`src/rtl/p_predict_serial_if.sv`:
```
`default_nettype none
// ============================================================================
// Module   : p_predict_serial_if
// Purpose  : Bundles the start/Q-capture inputs, the P/F operands and the
//            busy/done/Pp result bus of the serial covariance predictor.
// Revision : 1.0  initial release
// ============================================================================
interface p_predict_serial_if #(
  parameter int N = 32
);
  logic                start;
  logic                q_valid;
  logic signed [N-1:0] Q11, Q12, Q21, Q22;
  logic signed [N-1:0] P11, P12, P21, P22;
  logic signed [N-1:0] F11, F12, F21, F22;
  logic                busy;
  logic                done;
  logic signed [N-1:0] Pp11, Pp12, Pp21, Pp22;

  // Requester side: drives the operands, observes the result.
  modport master (
    output start, q_valid, Q11, Q12, Q21, Q22,
           P11, P12, P21, P22, F11, F12, F21, F22,
    input  busy, done, Pp11, Pp12, Pp21, Pp22
  );

  // Predictor side.
  modport slave (
    input  start, q_valid, Q11, Q12, Q21, Q22,
           P11, P12, P21, P22, F11, F12, F21, F22,
    output busy, done, Pp11, Pp12, Pp21, Pp22
  );
endinterface
`default_nettype wire

```
`src/rtl/p_predict_serial.sv`:
```
`default_nettype none
// ============================================================================
// Module   : p_predict_serial
// Purpose  : 2x2 Kalman covariance predict P_pred = F*P*F^T + Q in signed
//            fixed point, using one shared multiply-accumulate sequenced over
//            16 cycles (8 MACs for A = F*P, 8 for A*F^T + Q).
// Revision : 1.0  initial release
// ============================================================================
module p_predict_serial #(
  parameter int N    = 32,
  parameter int FRAC = 16
) (
  input  logic                clk,
  input  logic                rst_n,
  p_predict_serial_if.slave   bus
);

  localparam int W = 2 * N + 2;   // accumulator width

  typedef enum logic [1:0] {
    S_IDLE  = 2'd0,
    S_WAITQ = 2'd1,
    S_FP    = 2'd2,
    S_FPF   = 2'd3
  } state_t;

  state_t      state_q, state_d;
  logic [2:0]  k_q, k_d;
  logic        done_q, done_d;
  logic        accept, take_q;
  logic        q_have_q;

  // Matrices indexed {row, col}: 0=11, 1=12, 2=21, 3=22.
  logic signed [N-1:0] q_in [4];
  logic signed [N-1:0] p_in [4];
  logic signed [N-1:0] f_in [4];
  logic signed [N-1:0] q_hold_q [4];
  logic signed [N-1:0] q_use_q  [4];
  logic signed [N-1:0] p_q   [4];
  logic signed [N-1:0] f_q   [4];
  logic signed [N-1:0] a_q   [4];
  logic signed [N-1:0] pps_q [4];
  logic signed [N-1:0] pp_q  [4];
  logic signed [W-1:0] acc_q;

  assign q_in[0] = bus.Q11;  assign q_in[1] = bus.Q12;
  assign q_in[2] = bus.Q21;  assign q_in[3] = bus.Q22;
  assign p_in[0] = bus.P11;  assign p_in[1] = bus.P12;
  assign p_in[2] = bus.P21;  assign p_in[3] = bus.P22;
  assign f_in[0] = bus.F11;  assign f_in[1] = bus.F12;
  assign f_in[2] = bus.F21;  assign f_in[3] = bus.F22;

  // Step decode: i = output row, j = output column, t = which product term.
  logic       w_i, w_j, w_t;
  logic [1:0] w_idx;
  assign w_i   = k_q[2];
  assign w_j   = k_q[1];
  assign w_t   = k_q[0];
  assign w_idx = {w_i, w_j};

  // Clamp a normalised accumulator value into the signed N-bit range.
  function automatic logic signed [N-1:0] sat(input logic signed [W-1:0] v);
    logic [W-N:0] top;
    top = v[W-1:N-1];
    if ((&top) || !(|top)) sat = v[N-1:0];
    else if (v[W-1])       sat = {1'b1, {(N-1){1'b0}}};
    else                   sat = {1'b0, {(N-1){1'b1}}};
  endfunction

  // State register and step counter.
  always_ff @(posedge clk or negedge rst_n) begin
    if (!rst_n) begin
      state_q <= S_IDLE;
      k_q     <= 3'd0;
      done_q  <= 1'b0;
    end else begin
      state_q <= state_d;
      k_q     <= k_d;
      done_q  <= done_d;
    end
  end

  // Next-state logic: start is only honoured in IDLE; a held or same-edge Q
  // lets the run skip WAITQ.
  always_comb begin
    state_d = state_q;
    k_d     = k_q;
    done_d  = 1'b0;
    accept  = 1'b0;
    take_q  = 1'b0;
    case (state_q)
      S_IDLE: begin
        if (bus.start) begin
          accept = 1'b1;
          if (q_have_q || bus.q_valid) begin
            take_q  = 1'b1;
            state_d = S_FP;
            k_d     = 3'd0;
          end else begin
            state_d = S_WAITQ;
          end
        end
      end
      S_WAITQ: begin
        if (bus.q_valid) begin
          take_q  = 1'b1;
          state_d = S_FP;
          k_d     = 3'd0;
        end
      end
      S_FP: begin
        k_d = k_q + 3'd1;
        if (k_q == 3'd7) state_d = S_FPF;
      end
      S_FPF: begin
        k_d = k_q + 3'd1;
        if (k_q == 3'd7) begin
          state_d = S_IDLE;
          done_d  = 1'b1;
        end
      end
      default: state_d = S_IDLE;
    endcase
  end

  // Q capture: a newer q_valid overwrites an unconsumed one; consuming wins
  // over a same-edge capture so the flag does not linger.
  always_ff @(posedge clk or negedge rst_n) begin
    if (!rst_n) begin
      q_have_q <= 1'b0;
      for (int n = 0; n < 4; n++) q_hold_q[n] <= '0;
    end else begin
      if (bus.q_valid) begin
        for (int n = 0; n < 4; n++) q_hold_q[n] <= q_in[n];
      end
      if (take_q)            q_have_q <= 1'b0;
      else if (bus.q_valid)  q_have_q <= 1'b1;
    end
  end

  // Operand snapshots for the run: P,F on accept, Q when the run commits.
  always_ff @(posedge clk or negedge rst_n) begin
    if (!rst_n) begin
      for (int n = 0; n < 4; n++) begin
        p_q[n]     <= '0;
        f_q[n]     <= '0;
        q_use_q[n] <= '0;
      end
    end else begin
      if (accept) begin
        for (int n = 0; n < 4; n++) begin
          p_q[n] <= p_in[n];
          f_q[n] <= f_in[n];
        end
      end
      if (take_q) begin
        for (int n = 0; n < 4; n++)
          q_use_q[n] <= bus.q_valid ? q_in[n] : q_hold_q[n];
      end
    end
  end

  // Shared multiplier operand select: F_it*P_tj in FP, A_it*F_jt in FPF.
  logic signed [N-1:0] w_op_a, w_op_b;
  always_comb begin
    w_op_a = f_q[{w_i, w_t}];
    w_op_b = p_q[{w_t, w_j}];
    if (state_q == S_FPF) begin
      w_op_a = a_q[{w_i, w_t}];
      w_op_b = f_q[{w_j, w_t}];
    end
  end

  logic signed [2*N-1:0] w_prod;
  logic signed [W-1:0]   w_prod_ext, w_q_sh, w_sum, w_norm;
  logic signed [N-1:0]   w_sat;
  assign w_prod     = (2*N)'(w_op_a) * (2*N)'(w_op_b);
  assign w_prod_ext = W'(w_prod);
  assign w_q_sh     = W'(q_use_q[w_idx]) <<< FRAC;
  assign w_sum      = acc_q + w_prod_ext;
  assign w_norm     = w_sum >>> FRAC;
  assign w_sat      = sat(w_norm);

  // MAC datapath: first term loads acc, second term finishes an element.
  // Pp outputs are staged and all committed together on the done edge.
  always_ff @(posedge clk or negedge rst_n) begin
    if (!rst_n) begin
      acc_q <= '0;
      for (int n = 0; n < 4; n++) begin
        a_q[n]   <= '0;
        pps_q[n] <= '0;
        pp_q[n]  <= '0;
      end
    end else if (state_q == S_FP || state_q == S_FPF) begin
      if (!w_t) begin
        acc_q <= (state_q == S_FPF) ? (w_prod_ext + w_q_sh) : w_prod_ext;
      end else if (state_q == S_FP) begin
        a_q[w_idx] <= w_sat;
      end else begin
        pps_q[w_idx] <= w_sat;
        if (k_q == 3'd7) begin
          pp_q[0] <= pps_q[0];
          pp_q[1] <= pps_q[1];
          pp_q[2] <= pps_q[2];
          pp_q[3] <= w_sat;
        end
      end
    end
  end

  assign bus.busy = (state_q != S_IDLE) || done_q;
  assign bus.done = done_q;
  assign bus.Pp11 = pp_q[0];
  assign bus.Pp12 = pp_q[1];
  assign bus.Pp21 = pp_q[2];
  assign bus.Pp22 = pp_q[3];

endmodule
`default_nettype wire

```
`src/flat_wrapper.sv`:
```
// flat-port wrapper written by rule: the top's interface ports become plain ports
module p_predict_serial_flat 
#(
  parameter int N    = 32,
  parameter int FRAC = 16
)
  (clk, rst_n, bus_start, bus_q_valid, bus_Q11, bus_Q12, bus_Q21, bus_Q22, bus_P11, bus_P12, bus_P21, bus_P22, bus_F11, bus_F12, bus_F21, bus_F22, bus_busy, bus_done, bus_Pp11, bus_Pp12, bus_Pp21, bus_Pp22);
  p_predict_serial_if #(.N(N)) bus_i ();
  input  logic clk;
  input  logic rst_n;
  input wire logic [$bits(bus_i.start)-1:0] bus_start;
  input wire logic [$bits(bus_i.q_valid)-1:0] bus_q_valid;
  input wire logic [$bits(bus_i.Q11)-1:0] bus_Q11;
  input wire logic [$bits(bus_i.Q12)-1:0] bus_Q12;
  input wire logic [$bits(bus_i.Q21)-1:0] bus_Q21;
  input wire logic [$bits(bus_i.Q22)-1:0] bus_Q22;
  input wire logic [$bits(bus_i.P11)-1:0] bus_P11;
  input wire logic [$bits(bus_i.P12)-1:0] bus_P12;
  input wire logic [$bits(bus_i.P21)-1:0] bus_P21;
  input wire logic [$bits(bus_i.P22)-1:0] bus_P22;
  input wire logic [$bits(bus_i.F11)-1:0] bus_F11;
  input wire logic [$bits(bus_i.F12)-1:0] bus_F12;
  input wire logic [$bits(bus_i.F21)-1:0] bus_F21;
  input wire logic [$bits(bus_i.F22)-1:0] bus_F22;
  output wire logic [$bits(bus_i.busy)-1:0] bus_busy;
  output wire logic [$bits(bus_i.done)-1:0] bus_done;
  output wire logic [$bits(bus_i.Pp11)-1:0] bus_Pp11;
  output wire logic [$bits(bus_i.Pp12)-1:0] bus_Pp12;
  output wire logic [$bits(bus_i.Pp21)-1:0] bus_Pp21;
  output wire logic [$bits(bus_i.Pp22)-1:0] bus_Pp22;
  assign bus_i.start = bus_start;
  assign bus_i.q_valid = bus_q_valid;
  assign bus_i.Q11 = bus_Q11;
  assign bus_i.Q12 = bus_Q12;
  assign bus_i.Q21 = bus_Q21;
  assign bus_i.Q22 = bus_Q22;
  assign bus_i.P11 = bus_P11;
  assign bus_i.P12 = bus_P12;
  assign bus_i.P21 = bus_P21;
  assign bus_i.P22 = bus_P22;
  assign bus_i.F11 = bus_F11;
  assign bus_i.F12 = bus_F12;
  assign bus_i.F21 = bus_F21;
  assign bus_i.F22 = bus_F22;
  assign bus_busy = bus_i.busy;
  assign bus_done = bus_i.done;
  assign bus_Pp11 = bus_i.Pp11;
  assign bus_Pp12 = bus_i.Pp12;
  assign bus_Pp21 = bus_i.Pp21;
  assign bus_Pp22 = bus_i.Pp22;
  p_predict_serial #(.N(N), .FRAC(FRAC)) u_core (.clk(clk), .rst_n(rst_n), .bus(bus_i));
endmodule
```
`config.mk`:
```
export PLATFORM = sky130hd
export DESIGN_NAME = p_predict_serial_flat
export DESIGN_NICKNAME = d
export VERILOG_FILES = /design/src/rtl/p_predict_serial_if.sv /design/src/rtl/p_predict_serial.sv /design/src/flat_wrapper.sv
export SDC_FILE = /design/constraint.sdc
export NUM_CORES = 2
export LEC_CHECK = 0
export ABC_AREA = 1
export CAP_MARGIN = 30
export CORE_MARGIN = 5
export CORE_UTILIZATION = 30
export CTS_CLUSTER_SIZE = 16
export DETAILED_ROUTE_END_ITERATION = 7
export PLACE_DENSITY_LB_ADDON = 0.12
export SLEW_MARGIN = 40
export SYNTH_ARGS = -nofsm -noshare
export SYNTH_HDL_FRONTEND = slang
export SYNTH_SLANG_ARGS = --single-unit
```
`constraint.sdc`:
```
create_clock -name clk -period 17.2 [get_ports clk]
set_clock_uncertainty 0.2 [all_clocks]
set_input_delay 3.44 -clock clk [delete_from_list [all_inputs] [get_ports clk]]
set_output_delay 3.44 -clock clk [all_outputs]
set_load 0.05 [all_outputs]
```
==> run metrics <==
status finished, final reports clean; H-Tree Depth 3; total length of routed met3 wires 22.52 mm; R2R depth 51; Crit path top cell by count inv_1; Setup CP Type reg2reg; global-route wire length before repair 503.0 mm; CP Data Required Time 17.61 ns; port buffer count 517; Hold Path Origin u_core.pps_q[110]; Initial Util 30.20%; prevailing post-synth register cell dfrtp_1; Worst EP arrival 16.17 ns; Crit. Startpoint u_core.k_q[1]; root buffer cell clkbuf_16; clk buf depth 3; Final Hold Viols 0; final WL 341.5 mm; Syn Area/Cell 8.539 µm²; DIE HEIGHT 538.0 µm; met2 wire length 152.8 mm; postcts setup bufs 0; clock buffer count from CTS 112; HPWL Detailed 268.5 mm; CP Max Fanout 43; Worst-Margin Slew 0.9123 ns; Clock Pin Slew Worst Setup and Hold Paths 0.06 ns; Worst setup EP type register; drt first pass iters 6; grt total ovfl 0; GP Congestion 0.9302; post-detailed-route wirelength per cell 24.45 µm; asr flop ratio synth 100.0%; setup violators final 0; clock sinks 936; Pins Over Slew Limit 0; FF+latch count, synth 936; Fmax 63.44 MHz; Syn Inst Count 9794; number of hold buffers added after CTS 0; Detail Route Antenna Nets 0; Slew HR 38.80%; CTS tree done; vias in the first global route 71840; post-synth net total 11570; Hold Path Depth 2; sequential fraction of the synthesis area 28.01%; r2r startpoint u_core.k_q[1]; global-route usage over all layers 23.40%; Max-cap violations 0; Ports 518; antenna violations before repair 28; top sig layer met5; Critical Path Start Type register; die area 0.2894 mm²; Filler cells 28760; EDFF count, synth 0; setup TNS 0 ns; Area Growth Syn to Fin 16.60%; distinct cell type count after synthesis 59; Final nets 11940; Vias 68640; Critical Path Slowest Stage Cell clkinv_1; DR iter-0 viols 4980; Die Span X 538.0 µm; fin crit period 15.76 ns; Core ar. 0.2770 mm²; layout cells sized above 1 7.782%; # rows 193; met1 WL 156.7 mm; CP max stage delay 0.79 ns; Syn Std Cell Area 0.08363 mm²; latest clock arrival within the worst-skew pair 0.80 ns; post-cts resize count 0; Synthesis Warnings 0; vias per cell 4.915; maximum number of pins on one net before global-route repair 144; Final Cycle Share 91.64%; DR DRC count 0; Hold Path Class reg2reg; RSZ-0062 raised after global routing no
==> per-layer routing <==
layer / up-vias / GRT usage [%]
li1: 30950 / -
met1: 35140 / 33.65
met2: 2181 / 36.87
met3: 354 / 3.866
met4: 20 / 5.607
met5: - / 0
==> worst max-delay path, delay by kind of cell (launching register included) <==
family | cells | cell delay [ns]
buffers and inverters | 15 | 4.01
AND/OR/NAND/NOR | 14 | 2.08
XOR/XNOR | 1 | 0.47
flip-flops | 1 | 0.68
AO/OA/AOI/OAI | 11 | 2.52
adder cells (fa/ha/maj) | 10 | 5.48
==> worst paths after layout <==
kind                                  endpoint  slack, ns
setup / recovery              u_core.pps_q[67]       1.44
hold / removal             u_core.bus.Pp11[14]       0.22
setup reg to reg              u_core.pps_q[67]       1.44
hold reg to reg            u_core.bus.Pp11[14]       0.22
max in group asynchronous       u_core.f_q[61]      11.63
min in group asynchronous  u_core.bus.Pp12[26]       2.35
==> stage by stage <==
stage / utilization [%] / hold slack, ns / area [µm²] / cells / setup slack (ns)
2_1_floorplan: - / 0.2374 / 83630 / 9794 / 5.800
3_3_place_gp: 33.62 / 0.2491 / 93110 / 13740 / 1.188
3_5_place_dp: 33.73 / 0.2547 / 93410 / 13750 / 1.590
4_1_cts: 35.15 / 0.2183 / 97360 / 13950 / 1.431
5_1_grt: 35.20 / 0.2513 / 97500 / 13960 / 0.7516
6_report: 35.21 / 0.2229 / 97520 / 13970 / 1.438
==> Yosys cell counts, drive strengths merged, types with 4 or more instances <==
master,count,share of area (%)
o31ai,8,0.072
o221ai,39,0.41
mux2i,62,0.74
dfrtp,936,28
ha,308,4.6
o211ai,23,0.21
a21o,13,0.12
a21oi,308,1.8
o21a,28,0.25
or2,5,0.037
o21ai,326,2.0
buf,98,0.69
xor2,76,0.80
nor2,869,3.9
a22oi,32,0.29
o21bai,10,0.090
clkbuf,315,1.4
nand2,3036,15
nor3,32,0.19
inv,1406,6.3
clkinv,20,0.090
nand3b,4,0.036
fa,1083,26
dlygate4sd1,14,0.15
and3,12,0.090
nand4,15,0.11
a221oi,8,0.084
mux2,256,3.4
nor4,17,0.13
a21boi,12,0.11
a32o,61,0.73
a31oi,129,0.96
nand3,171,1.1
xnor2,47,0.49
==> cell usage in the layout (no fill, tap or decap), drive strengths merged, types with 129 or more instances in the layout <==
| master | instances |
|---|---|
| nor2 | 869 |
| o21ai | 326 |
| dfrtp | 936 |
| a31oi | 129 |
| fa | 1083 |
| clkdlybuf4s50 | 515 |
| inv | 1405 |
| a21oi | 308 |
| clkbuf | 160 |
| ha | 308 |
| nand3 | 171 |
| nand2 | 3036 |
| mux2 | 256 |
| buf | 166 |
==> cells by family after synthesis <==
logic type	synth area share, %
adders and majority gates	30.53
buffers and inverters	8.652
muxes	4.189
xor gates and xnor gates	1.288
DFF	28.01
and+or+nand+nor	20.11
AOI/OAI and AO/OA	7.229
==> state kept, by name, indices dropped and copies added, names as in the netlist, 2 cells and up <==
signal and flops:
u_core.bus.Pp21 32, u_core.state_q 2, u_core.bus.Pp12 32, u_core.f_q 128, u_core.k_q 3, u_core.q_hold_q 128
u_core.acc_q 65, u_core.pps_q 96, u_core.a_q 128, u_core.bus.Pp11 32, u_core.p_q 128, u_core.bus.Pp22 32
u_core.q_use_q 128
==> area by class of cell <==
class,instances,area (µm²),share of cell area (%)
inverter,1426,5380,5.517
clock inverter,46,685.7,0.7031
clock buffer,160,3263,3.346
multi-input combinational,7005,53410,54.77
antenna,7,17.52,0.01796
tap,3705,4636,4.754
sequential,936,23430,24.03
timing repair buffer,681,6695,6.865
Power is not shown: default switching activity piles up to over one toggle a cycle in this logic, so the estimate is an artifact.
